`src/rtl/comp_serial_mag.sv`:
```
// comp_serial_mag -- bit-serial magnitude comparator with start/done handshake.
//
// Scans the two latched operands MSB-first, one bit per clock, and stops on
// the first differing bit (or after the LSB when the operands are equal).
// SIGNED=1 selects a two's-complement compare by swapping the sense of a
// difference found in the sign bit.
//
// Ports:
//   clk   - rising-edge clock
//   rst   - synchronous, active-high reset
//   start - request a compare; only looked at while idle
//   a, b  - operands, captured on the edge that accepts start
//   busy  - high while a compare is in progress (RUN or DONE)
//   done  - one-cycle pulse when the result becomes valid
//   aeb   - A == B
//   agb   - A > B
//   alb   - A < B
//   Results hold from the done cycle until the next start is accepted.
module comp_serial_mag #(
   parameter int WIDTH  = 8,
   parameter bit SIGNED = 1'b0
) (
   input  logic             clk,
   input  logic             rst,
   input  logic             start,
   input  logic [WIDTH-1:0] a,
   input  logic [WIDTH-1:0] b,
   output logic             busy,
   output logic             done,
   output logic             aeb,
   output logic             agb,
   output logic             alb
);

   localparam int CW = $clog2(WIDTH);
   localparam logic [CW-1:0] LAST = CW'(WIDTH - 1);

   typedef enum logic [1:0] {
      IDLE = 2'd0,
      RUN  = 2'd1,
      DONE = 2'd2
   } state_t;

   state_t           state_r, state_s;
   logic [CW-1:0]    cnt_r, cnt_s;
   logic [WIDTH-1:0] a_r, a_s;
   logic [WIDTH-1:0] b_r, b_s;
   logic             busy_r, busy_s;
   logic             done_r, done_s;
   logic             aeb_r, aeb_s;
   logic             agb_r, agb_s;
   logic             alb_r, alb_s;
   logic             ai_s, bi_s;

   // Current bit pair under examination.
   always_comb begin
      ai_s = a_r[cnt_r];
      bi_s = b_r[cnt_r];
   end

   // Next-state, datapath and output logic; every register holds by default.
   always_comb begin
      state_s = state_r;
      cnt_s   = cnt_r;
      a_s     = a_r;
      b_s     = b_r;
      busy_s  = busy_r;
      done_s  = 1'b0;
      aeb_s   = aeb_r;
      agb_s   = agb_r;
      alb_s   = alb_r;
      case (state_r)
         IDLE: begin
            if (start) begin
               a_s     = a;
               b_s     = b;
               cnt_s   = LAST;
               aeb_s   = 1'b0;
               agb_s   = 1'b0;
               alb_s   = 1'b0;
               busy_s  = 1'b1;
               state_s = RUN;
            end else begin
               state_s = IDLE;
            end
         end
         RUN: begin
            if (ai_s != bi_s) begin
               // A set sign bit means the smaller value in two's complement.
               if ((SIGNED == 1'b1) && (cnt_r == LAST)) begin
                  agb_s = bi_s;
                  alb_s = ai_s;
               end else begin
                  agb_s = ai_s;
                  alb_s = bi_s;
               end
               done_s  = 1'b1;
               state_s = DONE;
            end else if (cnt_r == {CW{1'b0}}) begin
               aeb_s   = 1'b1;
               done_s  = 1'b1;
               state_s = DONE;
            end else begin
               cnt_s = cnt_r - {{(CW-1){1'b0}}, 1'b1};
            end
         end
         DONE: begin
            busy_s  = 1'b0;
            state_s = IDLE;
         end
         default: begin
            busy_s  = 1'b0;
            state_s = IDLE;
         end
      endcase
   end

   // State and datapath registers with synchronous reset.
   always_ff @(posedge clk) begin
      if (rst) begin
         state_r <= IDLE;
         cnt_r   <= {CW{1'b0}};
         a_r     <= {WIDTH{1'b0}};
         b_r     <= {WIDTH{1'b0}};
         busy_r  <= 1'b0;
         done_r  <= 1'b0;
         aeb_r   <= 1'b0;
         agb_r   <= 1'b0;
         alb_r   <= 1'b0;
      end else begin
         state_r <= state_s;
         cnt_r   <= cnt_s;
         a_r     <= a_s;
         b_r     <= b_s;
         busy_r  <= busy_s;
         done_r  <= done_s;
         aeb_r   <= aeb_s;
         agb_r   <= agb_s;
         alb_r   <= alb_s;
      end
   end

   assign busy = busy_r;
   assign done = done_r;
   assign aeb  = aeb_r;
   assign agb  = agb_r;
   assign alb  = alb_r;

endmodule

```
`config.mk`:
```
export PLATFORM = sky130hd
export DESIGN_NAME = comp_serial_mag
export DESIGN_NICKNAME = d
export VERILOG_FILES = /design/src/rtl/comp_serial_mag.sv
export SDC_FILE = /design/constraint.sdc
export NUM_CORES = 1
export LEC_CHECK = 0
export CELL_PAD_IN_SITES_DETAIL_PLACEMENT = 1
export CELL_PAD_IN_SITES_GLOBAL_PLACEMENT = 2
export CORE_ASPECT_RATIO = 1.2
export CORE_MARGIN = 2
export CORE_UTILIZATION = 30
export CTS_CLUSTER_SIZE = 14
export DETAILED_ROUTE_END_ITERATION = 6
export GPL_TIMING_DRIVEN = 0
export PLACE_DENSITY = 0.73
export SLEW_MARGIN = 20
export SYNTH_ARGS = -nofsm -noshare
export SYNTH_HDL_FRONTEND = slang
export SYNTH_SLANG_ARGS = --single-unit
```
`constraint.sdc`:
```
create_clock -name clk -period 2.1 [get_ports clk]
set_input_delay 0.525 -clock clk [delete_from_list [all_inputs] [get_ports clk]]
set_output_delay 0.525 -clock clk [all_outputs]
set_load 0.01 [all_outputs]
```
# Yosys cells after proc, flatten, opt, wreduce, memory -nomap -nowiden

Cells that the tools add are included.

Logic and storage cells: 53
Input port bits: 19
Output and inout port bits: 5
Register bits: 26

Add/subtract/negate cells: 1
Bitwise operators: 1
Order comparisons: 1
Mux-type cells: 24
Eq/ne operators: 8
Reduce and logical (&&, ||, !) cells: 9

Operators with widths:

| kind                                                                         | count |
|---|---|
| 1-bit two-way mux                                                            | 11 |
| 2-bit != test, second input constant                                         | 5 |
| 3-bit two-way mux                                                            | 3 |
| 1-bit case mux with 2 select lines                                           | 4 |
| 4-bit AND reduction                                                          | 2 |
| 1-bit binary-select mux with 3-bit select                                    | 2 |
| 3-bit case mux with 2 select lines                                           | 1 |
| 3-bit by 4-bit less-than comparator with 1-bit output, second input constant | 1 |
| 2-bit two-way mux                                                            | 2 |
| 2-bit case mux with 2 select lines                                           | 1 |
| 2-bit AND reduction                                                          | 2 |
| 3-bit logical NOT                                                            | 1 |
| 3-bit != test, second input constant                                         | 1 |
| 3-bit AND reduction                                                          | 1 |
| 3-bit by 1-bit subtractor with 3-bit output, second input constant           | 1 |
| 2-bit by 1-bit == test with 1-bit output, second input constant              | 1 |
| 2-bit logical NOT                                                            | 1 |
| 2-bit nonzero test                                                           | 1 |
| 2-bit OR reduction                                                           | 1 |
| 1-bit != test                                                                | 1 |
| 1-bit NOT                                                                    | 1 |

# Longest topological paths before layout

Word-level depth: 5
Mapped depth: 7
Gate-level depth less buffers: 6

# Least setup slack after synthesis

OpenSTA, ideal clock, no wires.

Kind: register to register
Start: register cnt_r[0]
End: register cnt_r[1]
Data required time: 2.012 ns
Arrival time: 1.731 ns
Buffers on the path: 1
Path slack: 0.281 ns
Clock period less this slack: 1.819 ns
Cell stages (with the launch flop): 7
Library setup time: 0.088 ns
Cells stage by stage: dfxtp_1 -> buf_6 -> mux4_2 -> mux2i_4 -> xnor2_2 -> nand2_1 -> a311oi_2

Longest elaborated chain between the ends: 5
Elaborated cells between the ends (all ways): 13
Those cells by class: add/sub: 1; eq/ne: 3; mux: 7; reduce/logical: 2

Ends and longest elaborated chain:

| item                                                         | line   | RTL |
|---|---|---|
| start: declaration                                           | 45     | `logic [CW-1:0] cnt_r, cnt_s;` |
| start signal: assignment                                     | 122    | `cnt_r <= {CW{1'b0}};` |
| start signal: assignment                                     | 132    | `cnt_r <= cnt_s;` |
| 1-bit binary-select mux with 3-bit select (on tied branches) | 57, 58 |  |
| 1-bit two-way mux (on tied branches)                         | 57, 58 |  |
| 1-bit != test                                                | 88     | `if (ai_s != bi_s) begin` |
| 2-bit != test (no source line)                               | -      |  |
| 4-bit AND reduction (no source line)                         | -      |  |

Several ways; a longest one is shown, not always the timed one. The select of a mux whose other input is x is not followed.
A chain may end at the register's enable or synchronous reset.

# Final worst setup path

Same ends and word-level chain as after synthesis.

==> flow_results.org <==
** Clocking
- CTS tree :: built
- The tree is rooted in a sky130_fd_sc_hd__clkbuf_8.
- Clock latency of the later-clocked register in the worst-skew pair :: 0.27 ns
- In this run, post-CTS hold repair placed 0 buffers.
- Maximum number of buffers from clock root to sink :: 2
- Total CTS buffers :: 3
- CTS HTree Levels :: 1
- Clock sink count :: 26
- Clock-pin slew was measured on the worst setup and hold paths at 0.09 ns.

** Run status
- Status :: finished, final reports clean

** Timing
- Post-Route Skew :: 0.00326 ns
- Setup repair after global routing left no endpoint under its margin.
- The smallest clock period supported by the final layout is computed as 2.00 ns.
- Worst relative slew slack :: 63.7%
- Final period utilization :: 95.1%
- For the pin with the worst max-slew slack, the measured transition is 0.544 ns.
- Count of endpoints failing setup in the final report :: 0
- Hold violation total from the final report :: 0
- The count of final max-slew check failures was 0.
- Based on the critical path, the design can be clocked at up to 0.501 GHz.

** Worst hold path
- Hold-critical path endpoint :: b_r[5]$_SDFFE_PP0N_
- Counting instances, the worst hold path has a depth of 2.
- Launch instance of the worst min-delay path :: b_r[5]$_SDFFE_PP0N_
- Hold Path Class :: register to register

** Power
- Summed over all cells, the static leakage comes to 0.539 nW.
- Maximum VDD drop :: 0.284 mV
- In this run the power density over the cells is 828 nW/um^2.
- Final total power :: 0.00125 W

** Floorplan
- Area of the core region :: 3660 um^2
- 24 I/O pins were placed.
- From left edge to right edge, the die measures 60.8 um.
- The die covers 4390 um^2.
- The floorplan has 24 rows.
- For this configuration, the core starts out at a cell density of 31.7%.
- Floorplan die height :: 72.2 um

** Synth
- The number of nets handed over by synthesis was 147.
- After synthesis the cells add up to 1160 um^2.
- Averaged over all synthesized cells, the footprint is 9.23 um^2.
- Biggest area consumer among synthesized cells :: sky130_fd_sc_hd__dfxtp_1
- The synthesized netlist contains 28 unique library cells.
- Number of warnings issued by yosys :: 0
- Synthesis produced a netlist whose cell count is 126.
- Proportion of synthesized flip-flops having asynchronous set or reset :: 0%
- In the synthesized netlist the dominant register cell turns out to be sky130_fd_sc_hd__dfxtp_1.
- Top cells by area in the synthesized netlist :: sky130_fd_sc_hd__dfxtp_1 45%, sky130_fd_sc_hd__nand2_1 11%, sky130_fd_sc_hd__a21oi_1 8.2%
- After synthesis, flip-flops and latches occupy 44.8% of the total area.
- Counting flops with a built-in enable in the synthesized netlist gives 0.
- Area share of the largest cell type after synthesis :: 44.8%
- Synth Register Bits :: 26

** Setup path
- Critical register-to-register path endpoint :: cnt_r[1]$_SDFFE_PP0P_
- Worst-path cell chain :: buf_6 > mux4_2 > mux2i_4 > xnor2_2 > nand2_2 > a311oi_2
- Cell type of the slowest stage on the worst timing path :: sky130_fd_sc_hd__mux4_2
- Highest net fanout along the worst path :: 8
- Capturing element type of the critical path :: register
- Reg2reg setup slack :: 0.10 ns
- Count of cells along the worst register-to-register path :: 6
- The critical path is of the register to register type.
- Crit path arrival time :: 2.19 ns
- Critical R2R Launch :: cnt_r[0]$_SDFFE_PP0P_
- The worst setup path is launched from a register.
- Data on the critical path is required at its endpoint by 2.29 ns.
- The most critical setup path has its startpoint at cnt_r[0]$_SDFFE_PP0P_.
- The largest single stage delay on the critical path is 0.54 ns.

** Placement
- Final estimated routing congestion in global placement :: 0.744
- Summing all placed instances gives a cell area of 1450 um^2.
- Buffers placed on the I/O ports in this run total 22.
- Detailed placement finished with a half-perimeter wire length of 2140 um.

** Detailed routing
- Routed vias :: 975
- The routed design has 2880 um of wire.
- In the final routed layout, each cell accounts on average for 14.1 um.
- Remaining antenna violation count after routing :: 0
- First-pass iteration count of the detailed router :: 4
- DRC violation total after the first TritonRoute iteration :: 24
- DRC violation count after routing :: 0
- Vias/cell :: 4.78

** Finish
- The final layout contains 174 nets.
- Proportion of layout cells with a drive suffix above 1 :: 11.8%
- Diodes inserted :: 0
- Compared with the post-synthesis result, the final layout area differs by 29.6%.
- With fillers left out, the area of the finished cells amounts to 1510 um^2.

** Global route
- The number of antenna violations at the first check in global routing came to 0.
- First-pass GRT wire length :: 4590 um
- Aggregate global-route resource usage :: 14.0%
- Summed over all layers, the global routing overflow is 0.
- Maximum number of pins on one net before global-route repair :: 15
- Via count of the first global-routing pass :: 982

** Job
- Number of max-cap violations :: 0
registers in the layout, summed over array words and instances, names as in the netlist:
| signal | cells |
|---|---|
| a_r | 8 |
| aeb | 1 |
| agb | 1 |
| alb | 1 |
| b_r | 8 |
| busy | 1 |
| cnt_r | 3 |
| done | 1 |
| state_r | 2 |
worst max-delay path by stage:
stage,endpoint,slack (ns)
finish,cnt_r[1]$_SDFFE_PP0P_,0.10
global route,cnt_r[1]$_SDFFE_PP0P_,0.007
CTS,cnt_r[1]$_SDFFE_PP0P_,0.05
detailed placement,a_r[0]$_SDFFE_PP0N_,-0.31
global placement,a_r[1]$_SDFFE_PP0N_,-0.21
floorplan,cnt_r[1]$_SDFFE_PP0P_,0.28
cells by family (layout without fill, tap and decap cells):
logic type	Yosys count	in the layout	share of synthesized area, %
compound gates	32	32	16.9
mux	6	6	11.6
fa+ha+maj	2	2	2.15
simple gates	48	48	18.3
flops	26	26	44.8
xor+xnor	1	1	1.40
buf+inv	11	37	4.84
cell usage in the layout, fill, tap and decap left out:
cell	synthesis	final
sky130_fd_sc_hd__a31o_1	1	1
sky130_fd_sc_hd__clkdlybuf4s50_1	0	22
sky130_fd_sc_hd__nor3_1	1	1
sky130_fd_sc_hd__o21ai_0	2	2
sky130_fd_sc_hd__mux2i_4	2	2
sky130_fd_sc_hd__nand4_1	1	1
sky130_fd_sc_hd__a211oi_1	2	2
sky130_fd_sc_hd__clkbuf_8	0	4
sky130_fd_sc_hd__a22oi_1	2	2
sky130_fd_sc_hd__and2b_1	1	1
sky130_fd_sc_hd__nor2b_1	3	3
sky130_fd_sc_hd__and3_4	1	1
sky130_fd_sc_hd__mux4_2	4	4
sky130_fd_sc_hd__dfxtp_1	26	26
sky130_fd_sc_hd__ha_1	2	2
sky130_fd_sc_hd__o211ai_1	2	2
sky130_fd_sc_hd__and2_1	1	1
sky130_fd_sc_hd__a21oi_1	19	19
sky130_fd_sc_hd__nand2_2	0	1
sky130_fd_sc_hd__nand2_1	34	33
sky130_fd_sc_hd__a41o_1	1	1
sky130_fd_sc_hd__a311oi_2	1	1
sky130_fd_sc_hd__buf_6	2	2
sky130_fd_sc_hd__buf_1	2	2
sky130_fd_sc_hd__inv_2	1	1
sky130_fd_sc_hd__nand2b_1	3	3
sky130_fd_sc_hd__clkbuf_2	0	1
sky130_fd_sc_hd__xnor2_2	1	1
sky130_fd_sc_hd__nor2_1	3	3
sky130_fd_sc_hd__a31oi_1	2	2
sky130_fd_sc_hd__inv_1	1	1
sky130_fd_sc_hd__clkbuf_1	5	4
timing repair:
item / in CTS / in global routing
setup buffers: 0 / 0
gates resized for setup: 1 / 1
endpoints found under the setup margin: 4 / 1
hold endpoints to repair: 0 / 0
stage by stage:
| step | cells | setup slack (ns) | utilization, % | hold slack [ns] | setup TNS, ns |
|---|---|---|---|---|---|
| after floorplan | 126 | 0.281 | - | 0.433 | 0 |
| after global placement | 200 | -0.211 | 39.5 | 0.441 | -1.92 |
| after detailed placement | 200 | -0.307 | 39.5 | 0.448 | -2.80 |
| after CTS | 204 | 0.0517 | 41.1 | 0.461 | 0 |
| after global routing | 204 | 0.00671 | 41.1 | 0.484 | 0 |
| final | 204 | 0.102 | 41.1 | 0.458 | 0 |
layer usage:
metal / vias up / GRT usage, % / share of wire, %
met5: - / 0 / 0
met4: 0 / 4.83 / 1.8
met3: 4 / 2.14 / 2.6
met2: 16 / 23.5 / 51
met1: 471 / 18.1 / 45
li1: 484 / - / -
synthesized netlist by cell type (all sizes together) (3+ instances only):
cell type and count:
a21oi 19, buf 4, clkbuf 5, dfxtp 26, mux4 4, nand2 34
nand2b 3, nor2 3, nor2b 3
final cells by class:
cell class / count / area, um^2
fill: 449 / 2160
multi-input combinational: 89 / 588
sequential: 26 / 520
timing repair buffer: 22 / 220
tap: 52 / 65.1
clock buffer: 4 / 55.1
buffer: 9 / 50.0
inverter: 2 / 7.51
worst max-delay path, delay by kind of cell (launching register included):
family,cells,cell delay (ns)
flops,1,0.34
buf+inv,1,0.13
simple gates,1,0.14
compound gates,1,0.28
xor+xnor,1,0.24
mux,2,0.79
power by group:
| part | total (W) | switching (W) | leakage [nW] | internal (W) |
|---|---|---|---|---|
| Sequential | 0.000564 | 0.0000238 | 0.214 | 0.000540 |
| Combinational | 0.000358 | 0.000194 | 0.297 | 0.000164 |
| Clock | 0.000326 | 0.000158 | 0.0288 | 0.000168 |
No activity file was read; power rests on OpenSTA's default activity.
